===== src/rtl/zrld.sv =====
// Zero-run-length decoder: unpacks '1' / '0'+k symbols into one zero/non-zero flag per handshake.
// Optional sticky format-error output enabled by defining ZRLD_ERR_CHECK_EN.
module zrld #(
  parameter int DATA_W           = 8,
  parameter int LOG_MAX_ZRLE_LEN = 4,
  parameter int MAX_ZRLE_LEN     = 16,
  parameter int CNT_W            = 16
) (
  input  logic              clk_i,
  input  logic              rst_ni,
  input  logic [DATA_W-1:0] data_i,
  input  logic              last_i,
  input  logic              vld_i,
  output logic              rdy_o,
  input  logic [CNT_W-1:0]  cnt_i,
  output logic              is_one_o,
  output logic              flush_o,
  output logic              vld_o,
  input  logic              rdy_i,
  output logic              idle_o,
  output logic              err_o
);

  localparam int BUF_W  = 2 * DATA_W;
  localparam int FILL_W = $clog2(BUF_W + 1);
  localparam int RUN_W  = LOG_MAX_ZRLE_LEN + 1;

  localparam logic [FILL_W-1:0] ONE_BITS  = FILL_W'(1);
  localparam logic [FILL_W-1:0] ZERO_BITS = FILL_W'(1 + LOG_MAX_ZRLE_LEN);
  localparam logic [FILL_W-1:0] WORD_BITS = FILL_W'(DATA_W);

  typedef enum logic [1:0] {
    IDLE    = 2'd0,
    DECODE  = 2'd1,
    DISCARD = 2'd2
  } state_e;

  state_e                state_q, state_d;
  logic [BUF_W-1:0]      buf_q, buf_d;
  logic [FILL_W-1:0]     fill_q, fill_d;
  logic [RUN_W-1:0]      run_q, run_d;
  logic [CNT_W-1:0]      rem_q, rem_d;
  logic                  last_seen_q, last_seen_d;

  logic                        sym_one, sym_zero, run_pend, dec_vld;
  logic                        out_fire, in_fire, final_fire;
  logic [FILL_W-1:0]           consume, fill_after;
  logic [LOG_MAX_ZRLE_LEN-1:0] run_k;
  logic [BUF_W-1:0]            word_al, buf_app;

  assign run_pend = (run_q != '0);
  assign sym_one  = (fill_q >= ONE_BITS) & buf_q[BUF_W-1];
  assign sym_zero = (fill_q >= ZERO_BITS) & ~buf_q[BUF_W-1];
  assign dec_vld  = run_pend | sym_one | sym_zero;
  assign run_k    = buf_q[BUF_W-2 -: LOG_MAX_ZRLE_LEN];

  assign out_fire   = (state_q == DECODE) & dec_vld & rdy_i;
  assign final_fire = out_fire & (rem_q == CNT_W'(1));
  assign consume    = (out_fire & ~run_pend) ? (sym_one ? ONE_BITS : ZERO_BITS) : '0;
  assign fill_after = fill_q - consume;
  assign in_fire    = vld_i & rdy_o;

  // Incoming word lands directly behind whatever survives this cycle's consumption.
  assign word_al = {data_i, {DATA_W{1'b0}}};
  assign buf_app = (buf_q << consume) |
                   (((state_q == DECODE) & in_fire) ? (word_al >> fill_after) : '0);

  always_ff @(posedge clk_i or negedge rst_ni) begin
    if (!rst_ni) begin
      state_q     <= IDLE;
      buf_q       <= '0;
      fill_q      <= '0;
      run_q       <= '0;
      rem_q       <= '0;
      last_seen_q <= 1'b0;
    end else begin
      state_q     <= state_d;
      buf_q       <= buf_d;
      fill_q      <= fill_d;
      run_q       <= run_d;
      rem_q       <= rem_d;
      last_seen_q <= last_seen_d;
    end
  end

  always_comb begin
    state_d     = state_q;
    buf_d       = buf_q;
    fill_d      = fill_q;
    run_d       = run_q;
    rem_d       = rem_q;
    last_seen_d = last_seen_q;
    case (state_q)
      IDLE: begin
        if (vld_i) begin
          buf_d       = word_al;
          fill_d      = WORD_BITS;
          run_d       = '0;
          rem_d       = cnt_i;
          last_seen_d = last_i;
          state_d     = DECODE;
        end
      end
      DECODE: begin
        buf_d  = buf_app;
        fill_d = fill_after + (in_fire ? WORD_BITS : '0);
        if (in_fire) last_seen_d = last_i;
        if (out_fire) begin
          rem_d = rem_q - CNT_W'(1);
          if (run_pend)      run_d = run_q - RUN_W'(1);
          else if (!sym_one) run_d = {1'b0, run_k};
        end
        // Stream is complete by count: anything still buffered or pending is dropped.
        if (final_fire) begin
          buf_d   = '0;
          fill_d  = '0;
          run_d   = '0;
          state_d = (last_seen_q | (in_fire & last_i)) ? IDLE : DISCARD;
        end
      end
      DISCARD: begin
        if (vld_i & last_i) state_d = IDLE;
      end
      default: state_d = IDLE;
    endcase
  end

  always_comb begin
    rdy_o    = 1'b0;
    idle_o   = 1'b0;
    vld_o    = 1'b0;
    is_one_o = 1'b0;
    flush_o  = 1'b0;
    case (state_q)
      IDLE: begin
        rdy_o  = 1'b1;
        idle_o = ~vld_i;
      end
      DECODE: begin
        vld_o    = dec_vld;
        is_one_o = ~run_pend & sym_one;
        flush_o  = dec_vld & (rem_q == CNT_W'(1));
        rdy_o    = ~last_seen_q & (fill_after <= WORD_BITS);
      end
      DISCARD: begin
        rdy_o = 1'b1;
      end
      default: ;
    endcase
  end

`ifdef ZRLD_ERR_CHECK_EN
  logic err_q, err_d;

  always_comb begin
    err_d = err_q;
    if ((state_q == DECODE) & last_seen_q & ~dec_vld) err_d = 1'b1;
    if (final_fire & (buf_app != '0))                 err_d = 1'b1;
    if ((state_q == DISCARD) & vld_i & (data_i != '0)) err_d = 1'b1;
  end

  always_ff @(posedge clk_i or negedge rst_ni) begin
    if (!rst_ni) err_q <= 1'b0;
    else         err_q <= err_d;
  end

  assign err_o = err_q;
`else
  assign err_o = 1'b0;
`endif

  // Waiting for bits after the final word means the encoder produced fewer symbols than cnt_i.
  a_truncated: assert property (@(posedge clk_i) disable iff (!rst_ni)
    !((state_q == DECODE) && last_seen_q && !dec_vld && (fill_q != '0)));

  a_run_len: assert property (@(posedge clk_i) disable iff (!rst_ni)
    (out_fire && !run_pend && !sym_one) |-> (32'(run_k) < MAX_ZRLE_LEN));

endmodule


===== config.mk =====
export PLATFORM = sky130hd
export DESIGN_NAME = zrld
export DESIGN_NICKNAME = d
export VERILOG_FILES = /design/src/rtl/zrld.sv
export SDC_FILE = /design/constraint.sdc
export NUM_CORES = 1
export LEC_CHECK = 0
export BUFFER_PORTS_ARGS = -buffer_cell sky130_fd_sc_hd__buf_2
export CAP_MARGIN = 10
export CORE_MARGIN = 10
export CORE_UTILIZATION = 30
export CTS_CLUSTER_SIZE = 20
export DETAILED_ROUTE_END_ITERATION = 10
export PLACE_DENSITY_LB_ADDON = 0.15
export SLEW_MARGIN = 5
export SYNTH_ARGS = -nofsm -noshare
export SYNTH_HDL_FRONTEND = slang
export SYNTH_SLANG_ARGS = --single-unit

===== constraint.sdc =====
create_clock -name clk_i -period 8.9 [get_ports clk_i]
set_clock_uncertainty 0.1 [all_clocks]
set_input_delay 0.445 -clock clk_i [delete_from_list [all_inputs] [get_ports clk_i]]
set_output_delay 0.445 -clock clk_i [all_outputs]
set_load 0.01 [all_outputs]

==> impl_metrics.tcl <==
set metrics [dict create \
    die-width_microns 129 \
    h-tree-depth 2 \
    io_pins 35 \
    ant_nets 0 \
    muxShareOfSynthArea 0.0606 \
    p_leak_nw 1.69 \
    grt_max_degree 46 \
    worstMarginPinSlew_ns 1.07 \
    post_cts_resized 0 \
    post_cts_buffers 0 \
    fp.dieH_microns 129 \
    io_buffers 33 \
    synth_fa_ha_area_frac 0.0282 \
    grt_first_pass_wirelength_microns 17700 \
    netlist_area_sq_um 3550 \
    powerDensity_nw_per_um2 335 \
    grt_pass1_vias 3268 \
    synth_top_family_by_area "compound AO/OA/AOI/OAI gates" \
    hp-class "in2async" \
    finalWirelength_microns 10600 \
    crit_arrival_ns 4.92 \
    cts_root_buf "clkbuf_16" \
    criticalPathCategory "reg2reg" \
    timing.final.ws_setup_ns 4.05 \
    fin_nets 483 \
    syn_area_per_cell_sq_um 8.31 \
    cp.required_ns 8.96 \
    overflow 0 \
    syn2layout_area_growth_pct 11.9 \
    hpwl_microns 7940 \
    max_freq_mhz 206 \
    synthFlopType "dfrtp_1" \
    yosys.area_share.xor_xnor 0.0145 \
    grt_util_met2 0.204 \
    synth-simple-area-share 0.226 \
    use_met1 0.186 \
    antenna_found_initial 0 \
    synth_compound_area_frac 0.300 \
    synth.ff_latch_count 45 \
    synth_cells 427 \
    pre_cts_ws_ns 4.09 \
    rows 39 \
    path_max_fanout 16 \
    synth_nets 464 \
    drt_iter0_drc 211 \
    max_cap_viol_count 0 \
    synth.distinct_cells 73 \
    drive_gt1_frac 0.148 \
    clk_latency_ns 0.29 \
    dr.pass1.iters 5 \
    clkSinkCount 45 \
    timing.final.hold_violations 0 \
    period_share 0.545 \
    globalRoute.busiestLayer "met2" \
    clkTransAtPathRegs_ns 0.07 \
    tritoncts "yes" \
    yosys_warnings 0 \
    status "finished, final reports clean" \
    post-route-min-period_ns 4.85 \
    clockBufferDepth 2 \
    start_util 0.308 \
    async_flop_share 1.00 \
    die_area_sq_um 16600 \
    synth_edf_count 0 \
    netlist_top_cells_area "dfrtp_1, nor2_1, a21oi_1" \
    final-setup-viol-count 0 \
    end_kind "flip-flop" \
    synth_top_area_cell "dfrtp_1" \
    vias 3395 \
    viasPerCell 5.75 \
    wire_per_inst_microns 18.0 \
    report.final.slew_viol_count 0 \
    ys_seq_area_frac 0.317 \
    routabilityCongestion 0.894 \
    cp-startpoint "run_q[0]$_DFFE_PN0P_" \
    drc 0 \
    cts_buffers 5 \
    tns_ns 0 \
    core_region_area_sq_um 11500 \
    vdd_drop_max_mv 0.161 \
    p_total_mw 1.33 \
    antenna_cells 0 \
    grt.met3_usage 0.0238 \
    reg2reg_from "run_q[0]$_DFFE_PN0P_" \
    ctsHoldBuffers 0 \
    relSlewSlack 0.283 \
    rsz0062_at_grt "no" \
    start_kind "flip-flop" \
    holdWs_ns 0.151 \
    track_usage 0.131 \
    synth_top_area_frac 0.317 \
]
-- cell usage after synthesis (all sizes together) (3+ instances only) --
library cell and instances:
a211o 8, a211oi 5, a21o 3, a21oi 36
a22oi 12, a31oi 6, buf 11, clkbuf 15
dfrtp 45, ha 8, inv 14, mux2i 17
nand2 36, nand2b 12, nand3 15, nand4 3
nor2 50, nor3 17, nor4 7, o211ai 4
o21a 4, o21ai 22, o22a 3, o22ai 15
o31ai 7, or2 4, xnor2 4
-- routing by layer --
layer / vias to the layer above / wire [microns]
met4: 0 / 110
li1: 1634 / -
met5: - / 0
met1: 1669 / 5230
met2: 84 / 4850
met3: 8 / 425
-- layout by cell type, fill, tap and decap left out, drive strengths merged, types with 2 or more instances in the layout --
| master | instances |
|---|---|
| nor2 | 50 |
| dfrtp | 45 |
| buf | 38 |
| a21oi | 36 |
| nand2 | 36 |
| o21ai | 22 |
| mux2i | 17 |
| nor3 | 17 |
| nand3 | 15 |
| o22ai | 15 |
| inv | 14 |
| a22oi | 12 |
| nand2b | 12 |
| a211o | 8 |
| ha | 8 |
| nor4 | 7 |
| o31ai | 7 |
| a31oi | 6 |
| clkbuf | 6 |
| a211oi | 5 |
| or2 | 4 |
| o211ai | 4 |
| o21a | 4 |
| xnor2 | 4 |
| a21o | 3 |
| nand4 | 3 |
| o22a | 3 |
| clkinv | 3 |
| a21boi | 2 |
| mux2 | 2 |
| or3 | 2 |
| a32o | 2 |
| nor3b | 2 |
| a221o | 2 |
| o2bb2ai | 2 |
| o31a | 2 |
| o41ai | 2 |
-- cell families (layout without fill, tap and decap cells) --
logic type                 Yosys count  after routing
muxes                               20             20
xor gates and xnor gates             5              5
AOI/OAI and AO/OA                  149            149
and+or+nand+nor                    157            157
DFF                                 45             45
other                                1              1
buffers and inverters               42             62
adders and majority gates            8              8
-- critical path, stage by stage, from the launching register on --
cell and delay, ns:
dfrtp_1 0.38, inv_1 0.10, ha_1 0.22, nor4b_1 0.14
buf_4 0.17, nand3_1 0.11, nand2b_1 0.36, clkinv_1 0.37
ha_1 0.33, ha_1 0.25, xor2_1 0.87, nand3_1 0.27
nand2_1 0.16, o211ai_1 0.18, inv_1 0.11, ha_1 0.16
xnor2_1 0.14, nor3_1 0.06, o21ai_0 0.15, o21ai_0 0.09
-- state kept, by name, summed over array words and instances (netlist names) --
name,cells
buf_q,16
fill_q,5
last_seen_q,1
rem_q,16
run_q,5
state_q,2
-- power by group --
part           leakage [nW]  internal (mW)  switching [mW]
clock                0.0810          0.133          0.0804
combinational          1.08          0.293           0.409
sequential            0.529          0.296           0.119
-- area by class of cell --
| class | instances | area [sq um] |
|---|---|---|
| Timing Repair Buffer | 38 | 203 |
| Sequential cell | 45 | 1130 |
| Tap cell | 143 | 179 |
| Clock buffer | 6 | 129 |
| Fill cell | 1240 | 7540 |
| Clock inverter | 2 | 38.8 |
| Multi-Input combinational cell | 340 | 2240 |
| Inverter | 16 | 60.1 |
-- stage by stage --
step / instance area, sq um / util / instances
2_1_floorplan: 3550 / - / 427
3_3_place_gp: 3800 / 0.330 / 582
3_5_place_dp: 3800 / 0.330 / 582
4_1_cts: 3970 / 0.345 / 590
5_1_grt: 3970 / 0.345 / 590
6_report: 3970 / 0.345 / 590
-- worst paths after layout --
check | to | slack (ns) | cells after the start
worst max-delay path | fill_q[4]$_DFFE_PN0P_ | 4.05 | 19
worst min register to register | rem_q[15]$_DFFE_PN0P_ | 0.43 | 2
max in group asynchronous | buf_q[11]$_DFFE_PN0P_ | 8.11 | 2
worst min-delay path | rem_q[5]$_DFFE_PN0P_ | 0.15 | 2
worst max register to register | fill_q[4]$_DFFE_PN0P_ | 4.05 | 19
min in group clk_i | rem_q[0]$_DFFE_PN0P_ | 0.29 | 3
Power figures use the tool's default switching activity.
